[src/rtl/chase_pkg.sv]
// Shared types, constants and the speed saturation helper for the chase controller.
package chase_pkg;

  localparam int unsigned SPEED_W = 9;

  // FSM state encoding
  localparam logic [2:0] StIdle   = 3'd0;
  localparam logic [2:0] StWait   = 3'd1;
  localparam logic [2:0] StCalc   = 3'd2;
  localparam logic [2:0] StTarget = 3'd3;
  localparam logic [2:0] StApply  = 3'd4;

  // Horizontal image centre for the half-size and full-size frame
  localparam logic signed [10:0] CentreHalf = 11'sd160;
  localparam logic signed [10:0] CentreFull = 11'sd320;

  // Clamp a signed 12-bit demand to +/-max_v and narrow it to a wheel speed.
  function automatic logic signed [SPEED_W-1:0] sat_speed(input logic signed [11:0] v,
                                                           input logic signed [11:0] max_v);
    logic signed [11:0] r;
    if (v > max_v) begin
      r = max_v;
    end else if (v < -max_v) begin
      r = -max_v;
    end else begin
      r = v;
    end
    return r[SPEED_W-1:0];
  endfunction

endpackage

[src/rtl/chase_ctrl_slew_limiter.sv]
// Per-wheel speed register that steps toward a target by at most SLEW per update.
module slew_limiter
  import chase_pkg::*;
#(
  parameter int SLEW = 16
) (
  input  logic                      clk_65mhz,
  input  logic                      reset_n,
  input  logic                      en,
  input  logic                      zero,
  input  logic signed [SPEED_W-1:0] tgt,
  output logic signed [SPEED_W-1:0] speed
);

  localparam int unsigned DW = SPEED_W + 1;
  localparam logic signed [DW-1:0]      SlewD = DW'(SLEW);
  localparam logic signed [SPEED_W-1:0] SlewS = SPEED_W'(SLEW);

  logic signed [SPEED_W-1:0] speed_q, speed_d;
  logic signed [DW-1:0]      diff;

  // Next speed: forced zero wins, otherwise a rate-limited step when enabled
  always_comb begin
    diff    = $signed({tgt[SPEED_W-1], tgt}) - $signed({speed_q[SPEED_W-1], speed_q});
    speed_d = speed_q;
    if (zero) begin
      speed_d = '0;
    end else if (en) begin
      if (diff > SlewD) begin
        speed_d = speed_q + SlewS;
      end else if (diff < -SlewD) begin
        speed_d = speed_q - SlewS;
      end else begin
        speed_d = tgt;
      end
    end
  end

  // Speed register
  always_ff @(posedge clk_65mhz or negedge reset_n) begin
    if (!reset_n) begin
      speed_q <= '0;
    end else begin
      speed_q <= speed_d;
    end
  end

  assign speed = speed_q;

endmodule

[src/rtl/chase_ctrl.sv]
// Frame-rate motion scheduler: per frame, snapshot the tracked blob, derive forward/turn
// demands, and slew both wheel speeds toward the saturated targets.
module chase_ctrl
  import chase_pkg::*;
#(
  parameter int MAX_SPEED   = 200,
  parameter int SLEW        = 16,
  parameter int KF_SHIFT    = 2,
  parameter int TURN_SHIFT  = 1,
  parameter int DEADBAND    = 8,
  parameter int LOST_FRAMES = 15
) (
  input  logic                      clk_65mhz,
  input  logic                      reset_n,
  input  logic                      vsync,
  input  logic                      track,
  input  logic                      move,
  input  logic                      sw2,
  input  logic [8:0]                cur_pos_x,
  input  logic [8:0]                cur_pos_y,
  input  logic [6:0]                cur_rad,
  input  logic [6:0]                goal_rad,
  output logic signed [SPEED_W-1:0] speed1,
  output logic signed [SPEED_W-1:0] speed2,
  output logic                      cmd_valid,
  output logic                      lost,
  output logic [2:0]                state
);

  localparam int unsigned LcW = $clog2(LOST_FRAMES + 1);
  localparam logic [LcW-1:0]     LostMax = LcW'(LOST_FRAMES);
  localparam logic signed [11:0] MaxS    = 12'(MAX_SPEED);
  localparam logic signed [10:0] DbPos   = 11'(DEADBAND);
  localparam logic signed [10:0] DbNeg   = -DbPos;

  logic [2:0]                state_q, state_d;
  logic                      vsync_q;
  logic                      frame;
  logic [8:0]                pos_x_q, pos_x_d, pos_y_q, pos_y_d;
  logic [6:0]                rad_q, rad_d, goal_q, goal_d;
  logic                      sw2_q, sw2_d, track_q, track_d;
  logic signed [10:0]        err_x_q, err_x_d;
  logic signed [7:0]         err_r_q, err_r_d;
  logic [LcW-1:0]            lost_cnt_q, lost_cnt_d;
  logic signed [SPEED_W-1:0] tgt1_q, tgt1_d, tgt2_q, tgt2_d;
  logic                      cmd_valid_q, cmd_valid_d;
  logic                      lost_q, lost_d;
  logic signed [11:0]        forward, turn, sum1, sum2;
  logic                      slew_en, slew_zero;
  logic                      unused_pos_y;

  assign frame = vsync & ~vsync_q;

  // Y position is captured for future use but not yet part of the control law
  assign unused_pos_y = ^pos_y_q;

  // Demand arithmetic, all in signed 12 bits so nothing can wrap before saturation
  always_comb begin
    forward = $signed({{4{err_r_q[7]}}, err_r_q}) <<< KF_SHIFT;
    if (err_x_q >= DbNeg && err_x_q <= DbPos) begin
      turn = 12'sd0;
    end else begin
      turn = $signed({err_x_q[10], err_x_q}) >>> TURN_SHIFT;
    end
    sum1 = forward + turn;
    sum2 = forward - turn;
  end

  // FSM and pipeline next-state; move low overrides everything, including a frame edge
  always_comb begin
    state_d     = state_q;
    pos_x_d     = pos_x_q;
    pos_y_d     = pos_y_q;
    rad_d       = rad_q;
    goal_d      = goal_q;
    sw2_d       = sw2_q;
    track_d     = track_q;
    err_x_d     = err_x_q;
    err_r_d     = err_r_q;
    lost_cnt_d  = lost_cnt_q;
    tgt1_d      = tgt1_q;
    tgt2_d      = tgt2_q;
    cmd_valid_d = 1'b0;
    lost_d      = lost_q;
    slew_en     = 1'b0;
    slew_zero   = 1'b0;
    if (!move) begin
      state_d   = StIdle;
      slew_zero = 1'b1;
    end else begin
      unique case (state_q)
        StIdle: begin
          slew_zero = 1'b1;
          state_d   = StWait;
        end
        StWait: begin
          if (frame) begin
            pos_x_d = cur_pos_x;
            pos_y_d = cur_pos_y;
            rad_d   = cur_rad;
            goal_d  = goal_rad;
            sw2_d   = sw2;
            track_d = track;
            state_d = StCalc;
          end
        end
        StCalc: begin
          err_x_d = $signed({2'b00, pos_x_q}) - (sw2_q ? CentreFull : CentreHalf);
          err_r_d = $signed({1'b0, goal_q}) - $signed({1'b0, rad_q});
          if (rad_q == 7'd0 && track_q) begin
            if (lost_cnt_q != LostMax) begin
              lost_cnt_d = lost_cnt_q + LcW'(1);
            end
          end else if (rad_q != 7'd0) begin
            lost_cnt_d = '0;
          end
          state_d = StTarget;
        end
        StTarget: begin
          if (!track_q || lost_cnt_q == LostMax) begin
            tgt1_d = '0;
            tgt2_d = '0;
          end else begin
            tgt1_d = sat_speed(sum1, MaxS);
            tgt2_d = sat_speed(sum2, MaxS);
          end
          state_d = StApply;
        end
        StApply: begin
          slew_en     = 1'b1;
          cmd_valid_d = 1'b1;
          lost_d      = (lost_cnt_q == LostMax);
          state_d     = StWait;
        end
        default: begin
          state_d = StIdle;
        end
      endcase
    end
  end

  // State, snapshot and pipeline registers
  always_ff @(posedge clk_65mhz or negedge reset_n) begin
    if (!reset_n) begin
      state_q     <= StIdle;
      vsync_q     <= 1'b0;
      pos_x_q     <= '0;
      pos_y_q     <= '0;
      rad_q       <= '0;
      goal_q      <= '0;
      sw2_q       <= 1'b0;
      track_q     <= 1'b0;
      err_x_q     <= '0;
      err_r_q     <= '0;
      lost_cnt_q  <= '0;
      tgt1_q      <= '0;
      tgt2_q      <= '0;
      cmd_valid_q <= 1'b0;
      lost_q      <= 1'b0;
    end else begin
      state_q     <= state_d;
      vsync_q     <= vsync;
      pos_x_q     <= pos_x_d;
      pos_y_q     <= pos_y_d;
      rad_q       <= rad_d;
      goal_q      <= goal_d;
      sw2_q       <= sw2_d;
      track_q     <= track_d;
      err_x_q     <= err_x_d;
      err_r_q     <= err_r_d;
      lost_cnt_q  <= lost_cnt_d;
      tgt1_q      <= tgt1_d;
      tgt2_q      <= tgt2_d;
      cmd_valid_q <= cmd_valid_d;
      lost_q      <= lost_d;
    end
  end

  slew_limiter #(
    .SLEW(SLEW)
  ) u_slew1 (
    .clk_65mhz(clk_65mhz),
    .reset_n  (reset_n),
    .en       (slew_en),
    .zero     (slew_zero),
    .tgt      (tgt1_q),
    .speed    (speed1)
  );

  slew_limiter #(
    .SLEW(SLEW)
  ) u_slew2 (
    .clk_65mhz(clk_65mhz),
    .reset_n  (reset_n),
    .en       (slew_en),
    .zero     (slew_zero),
    .tgt      (tgt2_q),
    .speed    (speed2)
  );

  assign cmd_valid = cmd_valid_q;
  assign lost      = lost_q;
  assign state     = state_q;

endmodule

[config.mk]
export PLATFORM = sky130hd
export DESIGN_NAME = chase_ctrl
export DESIGN_NICKNAME = d
export VERILOG_FILES = /design/src/rtl/chase_pkg.sv /design/src/rtl/chase_ctrl_slew_limiter.sv /design/src/rtl/chase_ctrl.sv
export SDC_FILE = /design/constraint.sdc
export NUM_CORES = 1
export LEC_CHECK = 0
export CORE_MARGIN = 3
export CORE_UTILIZATION = 55
export CTS_BUF_LIST = sky130_fd_sc_hd__clkbuf_4 sky130_fd_sc_hd__clkbuf_8 sky130_fd_sc_hd__clkbuf_16
export CTS_CLUSTER_SIZE = 40
export DETAILED_ROUTE_END_ITERATION = 6
export DONT_BUFFER_PORTS = 1
export PLACE_DENSITY = 0.74
export SLEW_MARGIN = 20
export SYNTH_ARGS = -nofsm -noshare
export SYNTH_HDL_FRONTEND = slang
export SYNTH_SLANG_ARGS = --single-unit
export TNS_END_PERCENT = 5
[constraint.sdc]
create_clock -name clk_65mhz -period 11.3 [get_ports clk_65mhz]
set_clock_uncertainty 0.2 [all_clocks]
set_input_delay 1.13 -clock clk_65mhz [delete_from_list [all_inputs] [get_ports clk_65mhz]]
set_output_delay 1.13 -clock clk_65mhz [all_outputs]
set_load 0.05 [all_outputs]
==> results of run 1 <==
## logic make-up (layout without fill, tap and decap cells)
group	after synthesis	count (layout)	share of synthesized area, %
AND/OR/NAND/NOR	170	170	13.6
flip-flops	89	89	35.5
buffers and inverters	81	83	5.43
XOR/XNOR	37	37	5.17
AO/OA/AOI/OAI	184	184	20.8
multiplexers	37	37	6.51
adder cells (fa/ha/maj)	62	62	12.9
## state kept, by name (all words and copies together) (netlist names)
register,cells
lost_cnt_q,4
err_x_q,10
pos_x_q,9
u_slew2.speed,9
vsync_q,1
rad_q,7
sw2_q,1
track_q,1
tgt1_q,9
cmd_valid,1
lost,1
err_r_q,8
state,3
u_slew1.speed,9
goal_q,7
tgt2_q,9
## critical path: stages (launching register included)
cell and delay (ns):
dfrtp_1 0.42, and4_2 0.27, nand2_1 0.17, a21boi_0 0.60, nand2_1 0.17, ha_1 0.43, or4b_2 0.60, o22ai_1 0.14
a311o_1 0.16, xor2_1 0.10, a211o_1 0.33, a31o_1 0.22, maj3_2 0.32, a211oi_1 0.38, a31oi_1 0.15
## metrics by stage
stage | worst slack [ns] | instance area [um2]
after floorplan | 7.11 | 6270
after global placement | 6.64 | 6360
after detailed placement | 6.57 | 6360
after CTS | 6.54 | 6640
after global routing | 6.17 | 6640
final | 6.51 | 6640
## cells in the final DEF (no fill, tap or decap), drive strengths merged, types with 6 or more instances in the layout
cell type and count:
nand3 17, nor3 12, ha 55, nand2b 9
xnor2 21, a21oi 31, o22ai 10, inv 65
a22o 14, or2 9, a31oi 10, a32o 7
dfrtp 89, clkbuf 12, o21a 9, mux2 30
a21o 11, nand4 6, nor2 31, xor2 16
o21ai 37, mux2i 7, nor2b 15, nand2 49
## metal layers
metal | global-route usage, % | part of all wire, %
met2 | 37.9 | 50
met5 | 0 | 0
met3 | 4.65 | 3.8
met1 | 26.1 | 44
met4 | 6.25 | 1.7
## how the worst min path moves through the flow
stage | endpoint | slack, ns | depth (start not counted)
2_1_floorplan | err_x_q[0] | 0.27 | 1
3_3_place_gp | pos_x_q[3] | 0.29 | 1
3_5_place_dp | err_x_q[4] | 0.30 | 1
4_1_cts | cmd_valid | 0.27 | 0
5_1_grt | err_x_q[9] | 0.27 | 0
6_report | u_slew2.speed[3] | 0.29 | 0
## area by class of cell
class | instances | area [um2]
clock buffers | 12 | 254
inverters | 66 | 248
well taps | 140 | 175
repair buffers | 2 | 15.0
flip-flops and latches | 89 | 2230
fillers | 954 | 4340
clock inverters | 3 | 17.5
multi-input cells | 490 | 3700
## where the power goes
part / switching, mW / internal [mW] / total (mW)
combinational: 0.721 / 0.555 / 1.28
sequential: 0.0792 / 0.392 / 0.472
clock: 0.116 / 0.158 / 0.274
total: 0.916 / 1.11 / 2.02
==> flow_summary_export.csv, run 1 <==
group,metric,value,unit
outcome,status,"completed",
critical_path,r2r-start,"err_x_q[4]",
finish,nets,756,
routing,vias,4861,
routing,ant_nets,0,
die,die_area,12700,um2
die,initial_utilization,57.1,%
finish,fin_cells,802,
clock_tree,post_cts_buffers,0,
timing,max_freq,209,MHz
timing,rsz0062_at_grt,"false",
clock_tree,clock_latency,0.34,ns
min_path,hp-class,"input port to asynchronous set/reset pin",
die,die_y,113,um
timing,tns,0,ns
yosys,ys_top_cells_by_area,"dfrtp_1 36%, ha_1 11%, mux2_2 5.4%, inv_1 3.9%, nand2_1 2.9%",
yosys,mappedNetlistArea,6270,um2
placement,numPlacedInstances,787,
finish,antenna_cells,0,
critical_path,r2r.worst_path.cells,14,
finish,syn2layout_area_growth,5.97,%
timing,hold_viol_final,0,
yosys,yosysMostFrequentCell,"dfrtp_1",
timing,tightest_slew,0.973,ns
die,rows,38,
clock_tree,cts_tree,"yes",
critical_path,cp.arrival,4.79,ns
clock_tree,cts.sinks,89,
timing,maxSlewHeadroom,34.8,%
routing,drt_iter0_markers,313,
clock_tree,h-tree-depth,3,
yosys,syn_inst,660,
finish,final_layout_size_suffix_gt1_share,10.6,%
grt,grt_max_degree,90,
yosys,synth_edf_count,0,
timing,min_period_over_period,42.4,%
yosys,syn_avg_cell_area,9.50,um2
routing,viasPerCell,6.06,
critical_path,critPathMaxFanout,6,
critical_path,crit_type,"flop to flop",
pwr,p_per_area,304,nW/um2
clock_tree,cts_resized,0,
yosys,synth_cell_types,73,
critical_path,end_kind,"flop",
yosys,ys_warn_count,0,
routing,postRouteWirelength,12.9,mm
grt,antenna_found_initial,0,
pwr,total_power,2.02,mW
die,core_area,11000,um2
die,ios,61,
clock_tree,cts_buffers,9,
clock_tree,clk_pin_slew,0.06,ns
grt,grt_overflow,0,
routing,drc,0,
routing,routedWlPerCell,16.1,um
critical_path,cp-endpoint,"tgt2_q[3]",
placement,dp_hpwl,9.95,mm
clock_tree,cts_root_buf,"clkbuf_16",
flow_run,maxCapViolations,0,
grt,grt_use_total,21.4,%
clock_tree,cts_buffer_depth,2,
yosys,synth_area_leader_cell,"dfrtp_1",
placement,gp_congestion,0.880,
critical_path,rrSetupSlack,6.51,ns
grt,grt_pass1_wl,22.7,mm
critical_path,startpoint,"err_x_q[4]",
critical_path,critPathRequiredTime,11.30,ns
yosys,synth_top_cells_by_count,"89 x dfrtp_1, 65 x inv_1, 55 x ha_1",
timing,slew_viol_final,0,
pwr,peakVddDrop,0.000156,V
timing,whs,0.290,ns
finish,fin_util,60.5,%
die,die_w,113,um
yosys,synth_ff_type,"dfrtp_1",
critical_path,start_kind,"flop",
pwr,p_leak,3.09,nW
clock_tree,ctsHoldBuffers,0,
timing,setup_viol,0,
yosys,synth_fp_nets,758,
yosys,seq_area_frac_synth,35.5,%
timing,fin_crit,4.79,ns
placement,io_buffers,0,
yosys,synth_top_area_share,35.5,%
critical_path,r2r_end,"tgt2_q[3]",
yosys,ys_async_sr_fraction,100,%
routing,first_pass_iters,5,
yosys,ys_ff_latch,89,
grt,grt_pass1_vias,4951,
(Power assumes the default switching activity.)
==> run 2, diff against run 1 <==
- clock period: 11.3 -> 4.5 ns (I/O delays scaled with it)
==> flow_summary_export.csv, run 2 (synthesis gave the netlist of run 1 again) <==
group,metric,value,unit
clock_tree,cts.sinks,89,
timing,tightest_slew,0.774,ns
grt,antenna_found_initial,0,
die,initial_utilization,57.1,%
pwr,switching_share,44.0,%
pwr,p_per_area,780,nW/um2
placement,gp_congestion,0.923,
critical_path,rrSetupSlack,0.18,ns
timing,layout_setup_ws,0.184,ns
critical_path,crit_buf_inv,1,
clock_tree,clock_latency,0.35,ns
critical_path,crit_type,"flop to flop",
die,die_w,113,um
pwr,seq_power_share,22.4,%
routing,first_pass_iters,5,
clock_tree,cts_root_buf,"clkbuf_16",
placement,io_buffers,0,
timing,maxSlewHeadroom,48.2,%
critical_path,start_kind,"flop",
placement,preCtsSetupSlack,0.177,ns
timing,slew_viol_final,0,
critical_path,crit_family,"compound AO/OA/AOI/OAI gates",
timing,whs,0.0182,ns
routing,postRouteWirelength,12.8,mm
critical_path,cp_slowest_cell,"or4_4",
critical_path,r2r_end,"tgt2_q[1]",
critical_path,end_kind,"flop",
routing,drc,0,
finish,final_common_cell,"dfrtp_1",
critical_path,startpoint,"err_x_q[7]",
critical_path,cp-endpoint,"tgt2_q[1]",
die,die_y,113,um
grt,grt_overflow,0,
grt,grt_use_total,20.7,%
finish,largest_reg_flops,10,
grt,grt_pass1_vias,4911,
pwr,intPower,2.98,mW
finish,nets,768,
critical_path,cp.depth,15,
finish,antenna_cells,0,
timing,hold_viol_final,0,
die,ios,61,
critical_path,critical_path.cell_chain,"or4_4 > nor3_1 > a21boi_0 > buf_4 > nand2_1 > ha_1 > a21o_1 > a221oi_1 > a21oi_1 > nor2_1 > a21oi_1 > a31o_1 > maj3_2 > a211oi_2 > a32o_1",
finish,final_layout_size_suffix_gt1_share,12.1,%
finish,final_cell_mix,"89 x dfrtp_1, 65 x inv_1, 55 x ha_1, 49 x nand2_1, 36 x o21ai_0",
die,rows,38,
clock_tree,h-tree-depth,3,
finish,syn2layout_area_growth,8.84,%
outcome,status,"completed",
critical_path,cp.arrival,4.40,ns
grt,grt_max_degree,90,
pwr,p_clk_share,15.2,%
grt,grt_pass1_wl,22.0,mm
finish,filler_cell_count,894,
timing,fin_crit,4.32,ns
routing,ant_nets,0,
finish,fin_cells,815,
clock_tree,clk_pin_slew,0.06,ns
routing,vias,4887,
flow_run,maxCapViolations,0,
pwr,peakVddDrop,0.000588,V
clock_tree,cts_buffers,9,
min_path,hp-class,"input port to flop",
timing,rsz0062_at_grt,"true",
timing,max_freq,232,MHz
routing,drt_iter0_markers,295,
clock_tree,cts_tree,"yes",
critical_path,worst_path_most_repeated_cell,"a21oi_1",
finish,max_flop_register,"err_x_q",
pwr,power.switching,2.34,mW
critical_path,r2r.worst_path.cells,15,
clock_tree,cts_buffer_depth,2,
placement,dp_hpwl,9.85,mm
critical_path,critical_path.max_stage_delay,0.57,ns
die,die_area,12700,um2
pwr,power_frac_comb,62.4,%
placement,numPlacedInstances,796,
routing,viasPerCell,6.00,
critical_path,critPathRequiredTime,4.58,ns
timing,min_period_over_period,95.9,%
pwr,p_leak,3.18,nW
timing,setup_viol,0,
critical_path,critPathMaxFanout,8,
routing,routedWlPerCell,15.7,um
die,core_area,11000,um2
critical_path,r2r-start,"err_x_q[7]",
[run 2: cell count changes in the layout (fill, tap and decap cells not counted), moves of 2 or more]
cell,previous run,this run
bufinv_16,0,2
buf_4,2,11
clkinv_2,2,0
dlygate4sd3_1,0,2
[run 2: power by group through the flow]
| stage | Combinational, mW | Sequential (mW) | Clock [mW] |
|---|---|---|---|
| after CTS | 3.29 | 1.19 | 0.834 |
| after global placement | 3.13 | 1.19 | 0 |
| after floorplan | 2.65 | 1.13 | 0 |
| final | 3.32 | 1.19 | 0.810 |
| after global routing | 3.71 | 1.22 | 0.863 |
| after detailed placement | 3.23 | 1.20 | 0 |
[run 2: per-layer routing]
layer	part of all wire, %	GRT usage, %	up-vias
li1	-	-	2404
met1	43	24.4	2344
met2	50	36.7	114
met3	4.1	4.12	25
met4	2.5	9.05	0
met5	0	0	-
[run 2: timing repair]
action / 4_1_cts / 5_1_grt
setup endpoints to repair: 0 / 13
hold endpoints to repair: 90 / 0
setup buffers: 0 / 0
hold buffers: 3 / 0
resized for setup: 0 / 2
[run 2: how the worst min path moves through the flow]
| stage | depth (start not counted) | start | to |
|---|---|---|---|
| detailed placement | 0 | reset_n | u_slew2.speed[1] |
| CTS | 1 | move | state[0] |
| floorplan | 0 | reset_n | cmd_valid |
| global route | 1 | move | state[0] |
| finish | 1 | move | state[0] |
| global placement | 0 | reset_n | u_slew2.speed[8] |
[run 2: area by class of cell]
cell class / instances / area [um2] / share of cell area (%)
clock buffers: 12 / 254 / 3.72
repair buffers: 14 / 130 / 1.91
flip-flops and latches: 89 / 2230 / 32.6
well taps: 140 / 175 / 2.57
inverters: 66 / 248 / 3.63
clock inverters: 4 / 76.3 / 1.12
multi-input cells: 490 / 3710 / 54.4
[run 2: stage by stage]
step | instance area [um2] | TNS (ns) | utilization [%] | total power [mW]
finish | 6820 | 0 | 62.1 | 5.32
CTS | 6810 | 0 | 62.0 | 5.31
floorplan | 6270 | 0 | - | 3.78
global route | 6820 | -0.486 | 62.1 | 5.79
global placement | 6430 | 0 | 58.6 | 4.32
detailed placement | 6430 | 0 | 58.6 | 4.43
